**src/rtl/core_mem_arbiter_if.sv**
```systemverilog
// Request/response and memory-bus signals around core_mem_arbiter.
// Latency: n/a (signal bundle only).
// Backpressure: bus_ready stalls the bus beat; busy flags tell requesters to hold off.
interface core_mem_arbiter_if #(
    parameter int XLEN = 32
);
    // Instruction-fetch port
    logic              imem_req;
    logic [XLEN-1:0]   imem_addr;
    logic              imem_abort;
    logic [XLEN-1:0]   imem_rdata;
    logic              imem_busy;
    logic              imem_done;
    // Load/store port
    logic              dmem_req;
    logic              dmem_we;
    logic [XLEN-1:0]   dmem_addr;
    logic [XLEN/8-1:0] dmem_strb;
    logic [XLEN-1:0]   dmem_wdata;
    logic [XLEN-1:0]   dmem_rdata;
    logic              dmem_busy;
    logic              dmem_done;
    // Shared memory bus
    logic              bus_valid;
    logic              bus_ready;
    logic              bus_we;
    logic [XLEN-1:0]   bus_addr;
    logic [XLEN/8-1:0] bus_strb;
    logic [XLEN-1:0]   bus_wdata;
    logic [XLEN-1:0]   bus_rdata;

    // Arbiter view
    modport master (
        input  imem_req, imem_addr, imem_abort,
        output imem_rdata, imem_busy, imem_done,
        input  dmem_req, dmem_we, dmem_addr, dmem_strb, dmem_wdata,
        output dmem_rdata, dmem_busy, dmem_done,
        output bus_valid, bus_we, bus_addr, bus_strb, bus_wdata,
        input  bus_ready, bus_rdata
    );

    // Pipeline + memory environment view
    modport slave (
        output imem_req, imem_addr, imem_abort,
        input  imem_rdata, imem_busy, imem_done,
        output dmem_req, dmem_we, dmem_addr, dmem_strb, dmem_wdata,
        input  dmem_rdata, dmem_busy, dmem_done,
        input  bus_valid, bus_we, bus_addr, bus_strb, bus_wdata,
        output bus_ready, bus_rdata
    );
endinterface

```
**src/rtl/core_mem_arbiter.sv**
```systemverilog
// Shares one single-port memory bus between IMEM fetch and DMEM load/store; optional ARB_ROUND_ROBIN_EN.
// Latency: REQ at N -> bus beat at N+1 -> DONE at N+2 minimum; one idle bus cycle between beats.
// Backpressure: bus beat held stable until bus_ready; ports report busy and ignore new REQs meanwhile.
module core_mem_arbiter #(
    parameter int XLEN = 32
) (
    input  logic               clk,
    input  logic               rst_n,
    core_mem_arbiter_if.master mif
);
    localparam int SW = XLEN / 8;
    localparam logic [XLEN-1:0] WORD_MASK = {{(XLEN-2){1'b1}}, 2'b00};

    typedef enum logic [1:0] {
        IDLE      = 2'd0,
        IMEM_XFER = 2'd1,
        DMEM_XFER = 2'd2
    } state_t;

    state_t          state_q, state_d;

    logic            imem_pend_q, imem_pend_d;
    logic            imem_abort_q, imem_abort_d;
    logic [XLEN-1:0] imem_addr_q, imem_addr_d;

    logic            dmem_pend_q, dmem_pend_d;
    logic            dmem_we_q, dmem_we_d;
    logic [XLEN-1:0] dmem_addr_q, dmem_addr_d;
    logic [SW-1:0]   dmem_strb_q, dmem_strb_d;
    logic [XLEN-1:0] dmem_wdata_q, dmem_wdata_d;

    logic            bus_valid_q, bus_valid_d;
    logic            bus_we_q, bus_we_d;
    logic [XLEN-1:0] bus_addr_q, bus_addr_d;
    logic [SW-1:0]   bus_strb_q, bus_strb_d;
    logic [XLEN-1:0] bus_wdata_q, bus_wdata_d;

    logic [XLEN-1:0] imem_rdata_q, imem_rdata_d;
    logic [XLEN-1:0] dmem_rdata_q, dmem_rdata_d;
    logic            imem_done_q, imem_done_d;
    logic            dmem_done_q, dmem_done_d;

`ifdef ARB_ROUND_ROBIN_EN
    // 1 = DMEM was granted last, 0 = IMEM was granted last
    logic            last_dmem_q, last_dmem_d;
`endif

    logic            imem_cap, dmem_cap;
    logic            imem_want, dmem_want, grant_dmem;
    logic [XLEN-1:0] imem_addr_eff;
    logic            dmem_we_eff;
    logic [XLEN-1:0] dmem_addr_eff;
    logic [SW-1:0]   dmem_strb_eff;
    logic [XLEN-1:0] dmem_wdata_eff;

    // Request capture and grant decision; an abort kills a fetch in the same cycle it arrives
    always_comb begin
        imem_cap       = mif.imem_req && !imem_pend_q && !mif.imem_abort;
        dmem_cap       = mif.dmem_req && !dmem_pend_q;
        imem_want      = (imem_pend_q && !mif.imem_abort) || imem_cap;
        dmem_want      = dmem_pend_q || dmem_cap;
        imem_addr_eff  = imem_pend_q ? imem_addr_q  : mif.imem_addr;
        dmem_we_eff    = dmem_pend_q ? dmem_we_q    : mif.dmem_we;
        dmem_addr_eff  = dmem_pend_q ? dmem_addr_q  : mif.dmem_addr;
        dmem_strb_eff  = dmem_pend_q ? dmem_strb_q  : mif.dmem_strb;
        dmem_wdata_eff = dmem_pend_q ? dmem_wdata_q : mif.dmem_wdata;
`ifdef ARB_ROUND_ROBIN_EN
        grant_dmem     = dmem_want && (!imem_want || !last_dmem_q);
`else
        grant_dmem     = dmem_want;
`endif
    end

    // Next-state and registered outputs of the arbitration FSM
    always_comb begin
        state_d      = state_q;
        imem_pend_d  = imem_pend_q;
        imem_abort_d = imem_abort_q;
        imem_addr_d  = imem_addr_q;
        dmem_pend_d  = dmem_pend_q;
        dmem_we_d    = dmem_we_q;
        dmem_addr_d  = dmem_addr_q;
        dmem_strb_d  = dmem_strb_q;
        dmem_wdata_d = dmem_wdata_q;
        bus_valid_d  = bus_valid_q;
        bus_we_d     = bus_we_q;
        bus_addr_d   = bus_addr_q;
        bus_strb_d   = bus_strb_q;
        bus_wdata_d  = bus_wdata_q;
        imem_rdata_d = imem_rdata_q;
        dmem_rdata_d = dmem_rdata_q;
        imem_done_d  = 1'b0;
        dmem_done_d  = 1'b0;
`ifdef ARB_ROUND_ROBIN_EN
        last_dmem_d  = last_dmem_q;
`endif

        if (imem_cap) begin
            imem_pend_d = 1'b1;
            imem_addr_d = mif.imem_addr;
        end
        if (dmem_cap) begin
            dmem_pend_d  = 1'b1;
            dmem_we_d    = mif.dmem_we;
            dmem_addr_d  = mif.dmem_addr;
            dmem_strb_d  = mif.dmem_strb;
            dmem_wdata_d = mif.dmem_wdata;
        end
        // A fetch not yet on the bus is simply forgotten on abort
        if (mif.imem_abort && (state_q != IMEM_XFER)) begin
            imem_pend_d = 1'b0;
        end

        case (state_q)
            IDLE: begin
                if (grant_dmem) begin
                    state_d     = DMEM_XFER;
                    bus_valid_d = 1'b1;
                    bus_we_d    = dmem_we_eff;
                    bus_addr_d  = dmem_addr_eff & WORD_MASK;
                    bus_strb_d  = dmem_we_eff ? dmem_strb_eff : '0;
                    bus_wdata_d = dmem_we_eff ? dmem_wdata_eff : '0;
`ifdef ARB_ROUND_ROBIN_EN
                    last_dmem_d = 1'b1;
`endif
                end else if (imem_want) begin
                    state_d     = IMEM_XFER;
                    bus_valid_d = 1'b1;
                    bus_we_d    = 1'b0;
                    bus_addr_d  = imem_addr_eff & WORD_MASK;
                    bus_strb_d  = '0;
                    bus_wdata_d = '0;
`ifdef ARB_ROUND_ROBIN_EN
                    last_dmem_d = 1'b0;
`endif
                end
            end
            IMEM_XFER: begin
                // The beat cannot be withdrawn from the bus; an abort only hides its result
                if (mif.imem_abort) begin
                    imem_abort_d = 1'b1;
                end
                if (mif.bus_ready) begin
                    state_d      = IDLE;
                    bus_valid_d  = 1'b0;
                    imem_pend_d  = 1'b0;
                    imem_abort_d = 1'b0;
                    if (!imem_abort_q && !mif.imem_abort) begin
                        imem_done_d  = 1'b1;
                        imem_rdata_d = mif.bus_rdata;
                    end
                end
            end
            DMEM_XFER: begin
                if (mif.bus_ready) begin
                    state_d     = IDLE;
                    bus_valid_d = 1'b0;
                    dmem_pend_d = 1'b0;
                    dmem_done_d = 1'b1;
                    if (!dmem_we_q) begin
                        dmem_rdata_d = mif.bus_rdata;
                    end
                end
            end
            default: begin
                state_d     = IDLE;
                bus_valid_d = 1'b0;
            end
        endcase
    end

    // State register with asynchronous clear of every flag and output
    always_ff @(posedge clk or negedge rst_n) begin
        if (!rst_n) begin
            state_q      <= IDLE;
            imem_pend_q  <= 1'b0;
            imem_abort_q <= 1'b0;
            imem_addr_q  <= '0;
            dmem_pend_q  <= 1'b0;
            dmem_we_q    <= 1'b0;
            dmem_addr_q  <= '0;
            dmem_strb_q  <= '0;
            dmem_wdata_q <= '0;
            bus_valid_q  <= 1'b0;
            bus_we_q     <= 1'b0;
            bus_addr_q   <= '0;
            bus_strb_q   <= '0;
            bus_wdata_q  <= '0;
            imem_rdata_q <= '0;
            dmem_rdata_q <= '0;
            imem_done_q  <= 1'b0;
            dmem_done_q  <= 1'b0;
`ifdef ARB_ROUND_ROBIN_EN
            last_dmem_q  <= 1'b0;
`endif
        end else begin
            state_q      <= state_d;
            imem_pend_q  <= imem_pend_d;
            imem_abort_q <= imem_abort_d;
            imem_addr_q  <= imem_addr_d;
            dmem_pend_q  <= dmem_pend_d;
            dmem_we_q    <= dmem_we_d;
            dmem_addr_q  <= dmem_addr_d;
            dmem_strb_q  <= dmem_strb_d;
            dmem_wdata_q <= dmem_wdata_d;
            bus_valid_q  <= bus_valid_d;
            bus_we_q     <= bus_we_d;
            bus_addr_q   <= bus_addr_d;
            bus_strb_q   <= bus_strb_d;
            bus_wdata_q  <= bus_wdata_d;
            imem_rdata_q <= imem_rdata_d;
            dmem_rdata_q <= dmem_rdata_d;
            imem_done_q  <= imem_done_d;
            dmem_done_q  <= dmem_done_d;
`ifdef ARB_ROUND_ROBIN_EN
            last_dmem_q  <= last_dmem_d;
`endif
        end
    end

`ifndef SYNTHESIS
    // Requests issued while the port is still busy are dropped; make that visible in simulation
    always_ff @(posedge clk) begin
        if (rst_n && mif.imem_req && imem_pend_q && !mif.imem_abort) begin
            $error("core_mem_arbiter: IMEM_REQ while IMEM busy, request ignored");
        end
        if (rst_n && mif.dmem_req && dmem_pend_q) begin
            $error("core_mem_arbiter: DMEM_REQ while DMEM busy, request ignored");
        end
    end
`endif

    assign mif.imem_rdata = imem_rdata_q;
    assign mif.imem_busy  = imem_pend_q;
    assign mif.imem_done  = imem_done_q;
    assign mif.dmem_rdata = dmem_rdata_q;
    assign mif.dmem_busy  = dmem_pend_q;
    assign mif.dmem_done  = dmem_done_q;
    assign mif.bus_valid  = bus_valid_q;
    assign mif.bus_we     = bus_we_q;
    assign mif.bus_addr   = bus_addr_q;
    assign mif.bus_strb   = bus_strb_q;
    assign mif.bus_wdata  = bus_wdata_q;
endmodule

```
**src/flat_wrapper.sv**
```systemverilog
// flat-port wrapper written by rule: the top's interface ports become plain ports
module core_mem_arbiter_flat 
#(
    parameter int XLEN = 32
)
  (clk, rst_n, mif_imem_req, mif_imem_addr, mif_imem_abort, mif_imem_rdata, mif_imem_busy, mif_imem_done, mif_dmem_req, mif_dmem_we, mif_dmem_addr, mif_dmem_strb, mif_dmem_wdata, mif_dmem_rdata, mif_dmem_busy, mif_dmem_done, mif_bus_valid, mif_bus_we, mif_bus_addr, mif_bus_strb, mif_bus_wdata, mif_bus_ready, mif_bus_rdata);
  core_mem_arbiter_if #(.XLEN(XLEN)) mif_i ();
  input  logic clk;
  input  logic rst_n;
  input wire logic [$bits(mif_i.imem_req)-1:0] mif_imem_req;
  input wire logic [$bits(mif_i.imem_addr)-1:0] mif_imem_addr;
  input wire logic [$bits(mif_i.imem_abort)-1:0] mif_imem_abort;
  output wire logic [$bits(mif_i.imem_rdata)-1:0] mif_imem_rdata;
  output wire logic [$bits(mif_i.imem_busy)-1:0] mif_imem_busy;
  output wire logic [$bits(mif_i.imem_done)-1:0] mif_imem_done;
  input wire logic [$bits(mif_i.dmem_req)-1:0] mif_dmem_req;
  input wire logic [$bits(mif_i.dmem_we)-1:0] mif_dmem_we;
  input wire logic [$bits(mif_i.dmem_addr)-1:0] mif_dmem_addr;
  input wire logic [$bits(mif_i.dmem_strb)-1:0] mif_dmem_strb;
  input wire logic [$bits(mif_i.dmem_wdata)-1:0] mif_dmem_wdata;
  output wire logic [$bits(mif_i.dmem_rdata)-1:0] mif_dmem_rdata;
  output wire logic [$bits(mif_i.dmem_busy)-1:0] mif_dmem_busy;
  output wire logic [$bits(mif_i.dmem_done)-1:0] mif_dmem_done;
  output wire logic [$bits(mif_i.bus_valid)-1:0] mif_bus_valid;
  output wire logic [$bits(mif_i.bus_we)-1:0] mif_bus_we;
  output wire logic [$bits(mif_i.bus_addr)-1:0] mif_bus_addr;
  output wire logic [$bits(mif_i.bus_strb)-1:0] mif_bus_strb;
  output wire logic [$bits(mif_i.bus_wdata)-1:0] mif_bus_wdata;
  input wire logic [$bits(mif_i.bus_ready)-1:0] mif_bus_ready;
  input wire logic [$bits(mif_i.bus_rdata)-1:0] mif_bus_rdata;
  assign mif_i.imem_req = mif_imem_req;
  assign mif_i.imem_addr = mif_imem_addr;
  assign mif_i.imem_abort = mif_imem_abort;
  assign mif_imem_rdata = mif_i.imem_rdata;
  assign mif_imem_busy = mif_i.imem_busy;
  assign mif_imem_done = mif_i.imem_done;
  assign mif_i.dmem_req = mif_dmem_req;
  assign mif_i.dmem_we = mif_dmem_we;
  assign mif_i.dmem_addr = mif_dmem_addr;
  assign mif_i.dmem_strb = mif_dmem_strb;
  assign mif_i.dmem_wdata = mif_dmem_wdata;
  assign mif_dmem_rdata = mif_i.dmem_rdata;
  assign mif_dmem_busy = mif_i.dmem_busy;
  assign mif_dmem_done = mif_i.dmem_done;
  assign mif_bus_valid = mif_i.bus_valid;
  assign mif_bus_we = mif_i.bus_we;
  assign mif_bus_addr = mif_i.bus_addr;
  assign mif_bus_strb = mif_i.bus_strb;
  assign mif_bus_wdata = mif_i.bus_wdata;
  assign mif_i.bus_ready = mif_bus_ready;
  assign mif_i.bus_rdata = mif_bus_rdata;
  core_mem_arbiter #(.XLEN(XLEN)) u_core (.clk(clk), .rst_n(rst_n), .mif(mif_i));
endmodule
```
**config.mk**
```make
export PLATFORM = sky130hd
export DESIGN_NAME = core_mem_arbiter_flat
export DESIGN_NICKNAME = d
export VERILOG_FILES = /design/src/rtl/core_mem_arbiter_if.sv /design/src/rtl/core_mem_arbiter.sv /design/src/flat_wrapper.sv
export SDC_FILE = /design/constraint.sdc
export NUM_CORES = 1
export LEC_CHECK = 0
export CAP_MARGIN = 30
export CORE_MARGIN = 2
export CORE_UTILIZATION = 49
export CTS_CLUSTER_DIAMETER = 120
export CTS_CLUSTER_SIZE = 12
export DETAILED_ROUTE_END_ITERATION = 10
export GPL_TIMING_DRIVEN = 1
export PLACE_DENSITY = 0.8
export SYNTH_ARGS = -nofsm -noshare
export SYNTH_HDL_FRONTEND = slang
export SYNTH_SLANG_ARGS = --single-unit
```
**constraint.sdc**
```tcl
create_clock -name clk -period 2.1 [get_ports clk]
set_clock_uncertainty 0.2 [all_clocks]
set_input_delay 0.525 -clock clk [delete_from_list [all_inputs] [get_ports clk]]
set_output_delay 0.525 -clock clk [all_outputs]
set_load 0.02 [all_outputs]
```
-- Word-level counts from Yosys, hierarchy flattened
Index checks and enable logic that the tools add are counted.
- input port bits: 139
- latch bits: 0
- output and inout bits: 138
- memories: 0
- memory bits (writable): 0
- word-level logic and storage cells: 82
- register bits after elaboration: 242
- bits in read-only memories: 0
- $add $sub $neg: 0
- equality and inequality tests: 5
- reduce and logical (&&, ||, !) cells: 21
- muxes and demuxes: 37
- bitwise operators: 1
- multiply operators: 0
- magnitude comparators: 0
- divide/modulo/power cells: 0
- shift-type cells: 0
- operators by type and width (operator ; count):
    $mux 32 ; 8
    $mux 1 ; 20
    $mux 4 ; 4
    $logic_and 1x1->1 ; 6
    $mux 2 ; 3
    $reduce_and 2->1 ; 3
    $reduce_and 3->1 ; 2
    $logic_not 1->1 ; 4
    $ne 2x1->1 const B ; 2
    $pmux 2 s2 ; 1
    $reduce_bool 2->1 ; 2
    $ne 3x1->1 const B ; 1
    $eq 2x1->1 const B ; 1
    $eq 2x2->1 const B ; 1
    $logic_not 2->1 ; 1
    $logic_or 1x1->1 ; 2
    $pmux 1 s2 ; 1
    $reduce_or 2->1 ; 1
    $not 1->1 ; 1

-- Longest topological paths before layout
Gate-level depths: netlist of run 1.
- depth in word-level cells: 7
- gate-level depth with buffers: 7
- gate-level depth less buffers: 5

-- Least setup slack after synthesis of run 1
No wires, ideal clock.
- path type: reg-to-reg
- start point: register u_core.state_q[1]
- end point: register u_core.imem_rdata_q[10], in the netlist u_core.mif.imem_rdata[10]
- data arrival time: 1.538 ns
- slack: 0.234 ns
- setup time: 0.128 ns
- data required time: 1.772 ns
- cell stages (with the launch flop): 7
- period minus slack after synthesis: 1.866 ns
- path buffers: 1
- cell sequence: dfrtp_1 -> inv_1 -> ha_1 -> nand2_1 -> nor3_2 -> buf_4 -> mux2_1
- cells in the longest elaborated chain, start to end: 2
- RTL lines (element ; line ; source):
    from (decl) ; core_mem_arbiter.sv:20 ; state_t state_q, state_d;
    from (signal assigned) ; core_mem_arbiter.sv:197 ; state_q <= state_d;
    $eq 2x1->1 ; core_mem_arbiter.sv:114 ; case (state_q)
    $reduce_and 3->1 (no source line) ; -- ;
    to (signal assigned) ; core_mem_arbiter.sv:211 ; imem_rdata_q <= imem_rdata_d;
    to (decl) ; core_mem_arbiter.sv:38 ; logic [XLEN-1:0] imem_rdata_q, imem_rdata_d;
No other way between the ends.
A chain may end at the register's enable or synchronous reset.

-- Final worst setup path of run 1
- start point: register u_core.imem_pend_q, in the netlist u_core.mif.imem_busy
- end point: output mif_imem_busy
- RTL lines (element ; line ; source):
    from (decl) ; core_mem_arbiter.sv:22 ; logic imem_pend_q, imem_pend_d;
    from (signal assigned) ; core_mem_arbiter.sv:198 ; imem_pend_q <= imem_pend_d;
    to (decl) ; flat_wrapper.sv:14 ; output wire logic [$bits(mif_i.imem_busy)-1:0] mif_imem_busy;
No word-level cell between the ends.

==> results of run 1 <==
## per-layer routing
metal  up-vias  wire, um  GRT usage
li1       3541         -          -
met1      3810     10600      0.296
met2       274     12800      0.395
met3        55      2250     0.0614
met4         0       732     0.0673
met5         -         0          0
## per-stage QoR
step / hold WS, ns / cell area (sq um) / power, mW / setup TNS (ns)
after floorplan: 0.0294 / 10600 / 12.4 / 0
after global placement: 0.251 / 13900 / 16.0 / -19.10
after detailed placement: 0.260 / 13900 / 16.3 / -23.35
after CTS: 0.276 / 14300 / 19.4 / 0
after global routing: 0.284 / 14300 / 20.3 / 0
final: 0.274 / 14300 / 19.2 / 0
## repair_timing
action | in CTS | in global routing
hold buffers | 1 | 0
gates resized for setup | 136 | 0
endpoints found under the hold margin | 42 | 0
endpoints found under the setup margin | 136 | 0
## sequential cells by signal (all words and copies together), names as in the netlist
signal	count
u_core.mif.bus_strb	4
u_core.state_q	2
u_core.mif.bus_valid	1
u_core.mif.imem_done	1
u_core.imem_abort_q	1
u_core.mif.bus_addr	30
u_core.mif.dmem_rdata	32
u_core.dmem_strb_q	4
u_core.mif.imem_rdata	32
u_core.dmem_we_q	1
u_core.mif.dmem_busy	1
u_core.mif.bus_we	1
u_core.imem_addr_q	30
u_core.dmem_wdata_q	32
u_core.mif.bus_wdata	32
u_core.dmem_addr_q	30
u_core.mif.imem_busy	1
u_core.mif.dmem_done	1
## cells by family after synthesis
family | synth area share
flip-flops | 0.559
adder cells (fa/ha/maj) | 0.00355
AND/OR/NAND/NOR | 0.0799
AO/OA/AOI/OAI | 0.0546
buffers and inverters | 0.0586
multiplexers | 0.244
other | 0.000355
## cell type report
type                       instances  area, sq um
multi-input combinational        524         4080
fill                            1614         6780
antenna                            1         2.50
tap                              275          344
inverter                          70          263
timing repair buffer             315         3100
sequential                       236         5910
clock buffer                      25          583
clock inverter                     1         30.0
## layout by cell type, fill, tap and decap left out, drive strengths merged
| cell type | count |
|---|---|
| diode | 1 |
| bufinv | 1 |
| dlygate4sd2 | 136 |
| inv | 70 |
| o2bb2ai | 1 |
| a21boi | 1 |
| and2 | 2 |
| and3b | 1 |
| conb | 2 |
| o21bai | 1 |
| clkdlybuf4s50 | 133 |
| ha | 3 |
| o22a | 1 |
| mux2i | 67 |
| nor2b | 5 |
| nor3 | 1 |
| nand2 | 199 |
| o21ai | 37 |
| clkbuf | 25 |
| dlygate4sd3 | 1 |
| buf | 45 |
| a21o | 1 |
| mux2 | 160 |
| nand2b | 2 |
| a222oi | 30 |
| dfrtp | 236 |
| o221a | 1 |
| a21oi | 5 |
| nor2 | 4 |
## power by group through the flow
| stage | registers [mW] | logic [mW] | clock network (mW) |
|---|---|---|---|
| after floorplan | 8.32 | 4.12 | 0 |
| after global placement | 7.21 | 8.80 | 0 |
| after detailed placement | 7.32 | 9.00 | 0 |
| after CTS | 7.23 | 8.36 | 3.77 |
| after global routing | 7.44 | 8.95 | 3.96 |
| final | 7.23 | 8.27 | 3.66 |
## worst min-delay path, stage by stage (launching register included)
cell,delay (ns)
dfrtp_1,0.34
nand2_1,0.05
nand2_1,0.05
## how the worst max path moves through the flow
stage	startpoint	to	slack, ns	cells after the start
after floorplan	u_core.state_q[1]$_DFFE_PN0P_	u_core.mif.imem_rdata[10]$_DFFE_PN0P_	0.23	6
after global placement	mif_imem_abort	u_core.mif.imem_rdata[18]$_DFFE_PN0P_	-0.16	5
after detailed placement	mif_imem_abort	u_core.mif.imem_rdata[13]$_DFFE_PN0P_	-0.20	5
after CTS	u_core.mif.imem_busy$_DFF_PN0_	mif_imem_busy	0.03	1
after global routing	u_core.mif.imem_busy$_DFF_PN0_	mif_imem_busy	0.03	1
final	u_core.mif.imem_busy$_DFF_PN0_	mif_imem_busy	0.06	1
==> results.sh, run 1 <==
export IMPL_outcome="finished clean"
export IMPL_end_kind="primary output"
export IMPL_placeableCoreArea_sq_um=21100
export IMPL_dp_cells=1419
export IMPL_synth_common_cells="dfrtp_1, nand2_1, mux2_1"
export IMPL_synth_top_area_frac=0.559
export IMPL_ys_seq_area_frac=0.559
export IMPL_hp_start="u_core.dmem_strb_q[0]$_DFFE_PN0P_"
export IMPL_dp_final_hpwl_um=18200
export IMPL_clk_path_buf_depth=3
export IMPL_ios=277
export IMPL_cpPeakStageDelay_ns=0.47
export IMPL_synth_top_cells_by_area="dfrtp_1, mux2_1, nand2_1, mux2i_1, mux2_4"
export IMPL_p_sw_frac=0.362
export IMPL_numCtsBuffers=23
export IMPL_hold_path_depth=2
export IMPL_hold_viol=0
export IMPL_routedWlPerCell_um=18.2
export IMPL_r2r_start="u_core.state_q[1]$_DFFE_PN0P_"
export IMPL_synth_edf_count=0
export IMPL_yosys_register_bits=236
export IMPL_first_global_vias=8042
export IMPL_holdPathEnd="u_core.dmem_strb_q[0]$_DFFE_PN0P_"
export IMPL_grt_pass1_wl_um=42300
export IMPL_timing_fmax_ghz=0.489
export IMPL_utilization=0.679
export IMPL_clock_power_share=0.191
export IMPL_async_flop_share=1.00
export IMPL_critPathMaxFanout=4
export IMPL_slowest_stage="dfrtp_2"
export IMPL_synth_warnings=0
export IMPL_nNetsFinal=1312
export IMPL_antenna_found_initial=1
export IMPL_drv_slew=0
export IMPL_netlist_area_sq_um=10600
export IMPL_areaGrowthSynthToFinish_pct=35.4
export IMPL_timing_reg2reg_setup_slack_ns=0.16
export IMPL_crit_buf_inv=1
export IMPL_drt_iter0_drc=407
export IMPL_cts_tree="done"
export IMPL_r2r_end="u_core.mif.imem_rdata[13]$_DFFE_PN0P_"
export IMPL_p_switching_mw=6.94
export IMPL_grt_remaining_overflow=0
export IMPL_hp_class="flop to flop"
export IMPL_rsz0062_at_grt="false"
export IMPL_post_route_min_period_ns=2.04
export IMPL_finalSetupViolCount=0
export IMPL_path_cells="dlygate4sd2_1"
export IMPL_dieArea_sq_um=22800
export IMPL_dr_pass1_iters=8
export IMPL_grt_start_max_net_pins=59
export IMPL_fp_dieW_um=151
export IMPL_clk_pin_slew_ns=0.06
export IMPL_instances_no_fill=1447
export IMPL_clk_latency_ns=0.50
export IMPL_via_count=7680
export IMPL_total_leakage_power_nw=7.10
export IMPL_final_layout_size_suffix_gt1_frac=0.116
export IMPL_yosys_cell_types_count=31
export IMPL_gp_congestion=0.763
export IMPL_cts_htree_levels=1
export IMPL_power_share_sequential=0.377
export IMPL_min_period_over_period=0.974
export IMPL_grt_use_total=0.233
export IMPL_pre_cts_slack_ns=-0.199
export IMPL_p_per_area_nw_per_um2=1340
export IMPL_dieHeight_um=151
export IMPL_synth_most_common_cell="dfrtp_1"
export IMPL_clkSinkCount=236
export IMPL_start_util=0.501
export IMPL_worst_setup_path_start_kind="flop"
export IMPL_required_ns=1.37
export IMPL_layout_setup_ws_ns=0.0554
export IMPL_avgSynthCellArea_sq_um=11.9
export IMPL_clockRootBuffer="clkbuf_16"
export IMPL_pwr_share_comb=0.431
export IMPL_post_cts_setup_buffers=0
export IMPL_r2r_cells=6
export IMPL_drt_total_wl_um=26400
export IMPL_critical_path_top_delay_family="flip-flops"
export IMPL_postRouteAntennaNets=0
export IMPL_cp_data_arrival_time_ns=1.32
export IMPL_worstSetupPathType="flop to primary output"
export IMPL_detail_route_vias_per_cell=5.31
export IMPL_syn_inst=889
export IMPL_synth_top_area_cell="dfrtp_1"
export IMPL_drc=0
export IMPL_intPower_mw=12.2
export IMPL_vdd_drop_max_mv=0.853
export IMPL_portBuffers=270
export IMPL_synth_ff_type="dfrtp_1"
export IMPL_cap_violations=0
export IMPL_rows=53
No activity file was read; power rests on OpenSTA's default activity.
==> inputs of run 2 (changes only) <==
Settings changed: GPL_ROUTABILITY_DRIVEN set to 0.
==> results of run 2 <==
The final DEF is identical to that of run 1; final timing and power are the same.
==> inputs of run 3 (changes only) <==
Settings changed: CTS_BUF_LIST set to sky130_fd_sc_hd__clkbuf_16, RECOVER_POWER set to 25.
==> run 3 against run 2 <==
  * First-iteration DRC count rose by 14%
  * Wire length rose by 0.22%
  * Non-clock buffer count did not move
  * Global-route usage did not move
  * Critical path type unchanged
  * Critical endpoint unchanged
  * Largest power group unchanged
==> results.sh, run 3 (synthesis gave the netlist of run 1 again) <==
export IMPL_outcome="finished clean"
export IMPL_relSlewSlack=0.471
export IMPL_placeableCoreArea_sq_um=21100
export IMPL_drv_slew=0
export IMPL_postRouteAntennaNets=0
export IMPL_final_cell_mix="dfrtp_1, nand2_1, dlygate4sd2_1, clkdlybuf4s50_1, mux2_1"
export IMPL_worst_setup_path_start_kind="flop"
export IMPL_vdd_drop_max_mv=0.850
export IMPL_nNetsFinal=1312
export IMPL_clk_pin_slew_ns=0.06
export IMPL_finalSetupViolCount=0
export IMPL_drt_iter0_drc=464
export IMPL_utilization=0.677
export IMPL_start_util=0.501
export IMPL_crit_buf_inv=1
export IMPL_p_per_area_nw_per_um2=1340
export IMPL_grt_pass1_wl_um=42300
export IMPL_slowest_stage="dfrtp_2"
export IMPL_antenna_found_initial=1
export IMPL_clkSinkCount=236
export IMPL_holdWs_ns=0.274
export IMPL_worstSetupPathType="flop to primary output"
export IMPL_final_layout_size_suffix_gt1_frac=0.115
export IMPL_clk_latency_ns=0.50
export IMPL_dp_final_hpwl_um=18200
export IMPL_critical_path_top_delay_family="flip-flops"
export IMPL_post_route_min_period_ns=2.04
export IMPL_clk_path_buf_depth=3
export IMPL_total_leakage_power_nw=7.09
export IMPL_required_ns=1.37
export IMPL_routedWlPerCell_um=18.3
export IMPL_rows=53
export IMPL_numCtsBuffers=23
export IMPL_grt_start_max_net_pins=59
export IMPL_portBuffers=270
export IMPL_areaGrowthSynthToFinish_pct=35.0
export IMPL_cpPeakStageDelay_ns=0.47
export IMPL_fp_dieW_um=151
export IMPL_fillers=1619
export IMPL_dr_pass1_iters=8
export IMPL_ios=277
export IMPL_dieHeight_um=151
export IMPL_layout_commonest_cell="dfrtp_1"
export IMPL_critPathMaxFanout=4
export IMPL_grt_remaining_overflow=0
export IMPL_drc=0
export IMPL_via_count=7662
export IMPL_placed_area_sq_um=13900
export IMPL_end_kind="primary output"
export IMPL_cts_htree_levels=1
export IMPL_worstMarginPinSlew_ns=0.794
export IMPL_hp_class="flop to flop"
export IMPL_dieArea_sq_um=22800
export IMPL_rsz0062_at_grt="false"
export IMPL_path_cells="dlygate4sd2_1"
export IMPL_cap_violations=0
export IMPL_timing_fmax_ghz=0.490
export IMPL_fin_area_sq_um=14300
export IMPL_min_period_over_period=0.972
export IMPL_first_global_vias=8042
export IMPL_detail_route_vias_per_cell=5.30
export IMPL_grt_use_total=0.233
export IMPL_setup_tns_ns=0
export IMPL_clockRootBuffer="clkbuf_16"
export IMPL_cts_tree="done"
export IMPL_hold_viol=0
export IMPL_cp_data_arrival_time_ns=1.32
export IMPL_drt_total_wl_um=26400
[run 3: stage by stage]
step | cells | worst slack [ns] | total power [mW]
detailed placement | 1419 | -0.199 | 16.3
global placement | 1419 | -0.163 | 16.0
CTS | 1446 | 0.0339 | 19.4
global route | 1446 | 0.0141 | 20.3
floorplan | 890 | 0.234 | 12.4
finish | 1447 | 0.0583 | 19.1
[run 3: layout make-up]
| cell class | instances | area (sq um) | area share |
|---|---|---|---|
| timing repair buffer | 315 | 3060 | 0.215 |
| antenna | 1 | 2.50 | 0.000175 |
| multi-input combinational | 524 | 4080 | 0.286 |
| clock inverter | 3 | 37.5 | 0.00263 |
| sequential | 236 | 5910 | 0.414 |
| tap | 275 | 344 | 0.0241 |
| clock buffer | 23 | 576 | 0.0403 |
| inverter | 70 | 263 | 0.0184 |
[run 3: worst paths after layout]
path,startpoint,to,slack (ns),cells past startpoint
worst max-delay path,u_core.mif.imem_busy$_DFF_PN0_,mif_imem_busy,0.06,1
min in group asynchronous,rst_n,u_core.mif.bus_wdata[17]$_DFFE_PN0P_,0.47,2
worst max register to register,u_core.state_q[1]$_DFFE_PN0P_,u_core.mif.imem_rdata[13]$_DFFE_PN0P_,0.16,6
worst min register to register,u_core.dmem_strb_q[0]$_DFFE_PN0P_,u_core.dmem_strb_q[0]$_DFFE_PN0P_,0.27,2
worst min-delay path,u_core.dmem_strb_q[0]$_DFFE_PN0P_,u_core.dmem_strb_q[0]$_DFFE_PN0P_,0.27,2
max in group asynchronous,rst_n,u_core.imem_addr_q[19]$_DFFE_PN0P_,0.19,3
[run 3: what timing repair did]
action / in CTS / in global routing
resized for setup: 136 / 0
buffers inserted: 0 / 0
endpoints found under the setup margin: 136 / 0
endpoints found under the hold margin: 42 / 0
hold buffers: 1 / 0
[run 3: power by group]
part / internal [mW] / switching (mW)
sequential: 6.33 / 0.902
combinational: 3.82 / 4.44
clock: 2.05 / 1.60
[run 3: metal layers]
| metal | routed length [um] | vias to the layer above | track usage |
|---|---|---|---|
| met1 | 10400 | 3777 | 0.296 |
| met4 | 716 | 0 | 0.0673 |
| met5 | 0 | - | 0 |
| met3 | 2430 | 51 | 0.0614 |
| li1 | - | 3538 | - |
| met2 | 12900 | 296 | 0.395 |
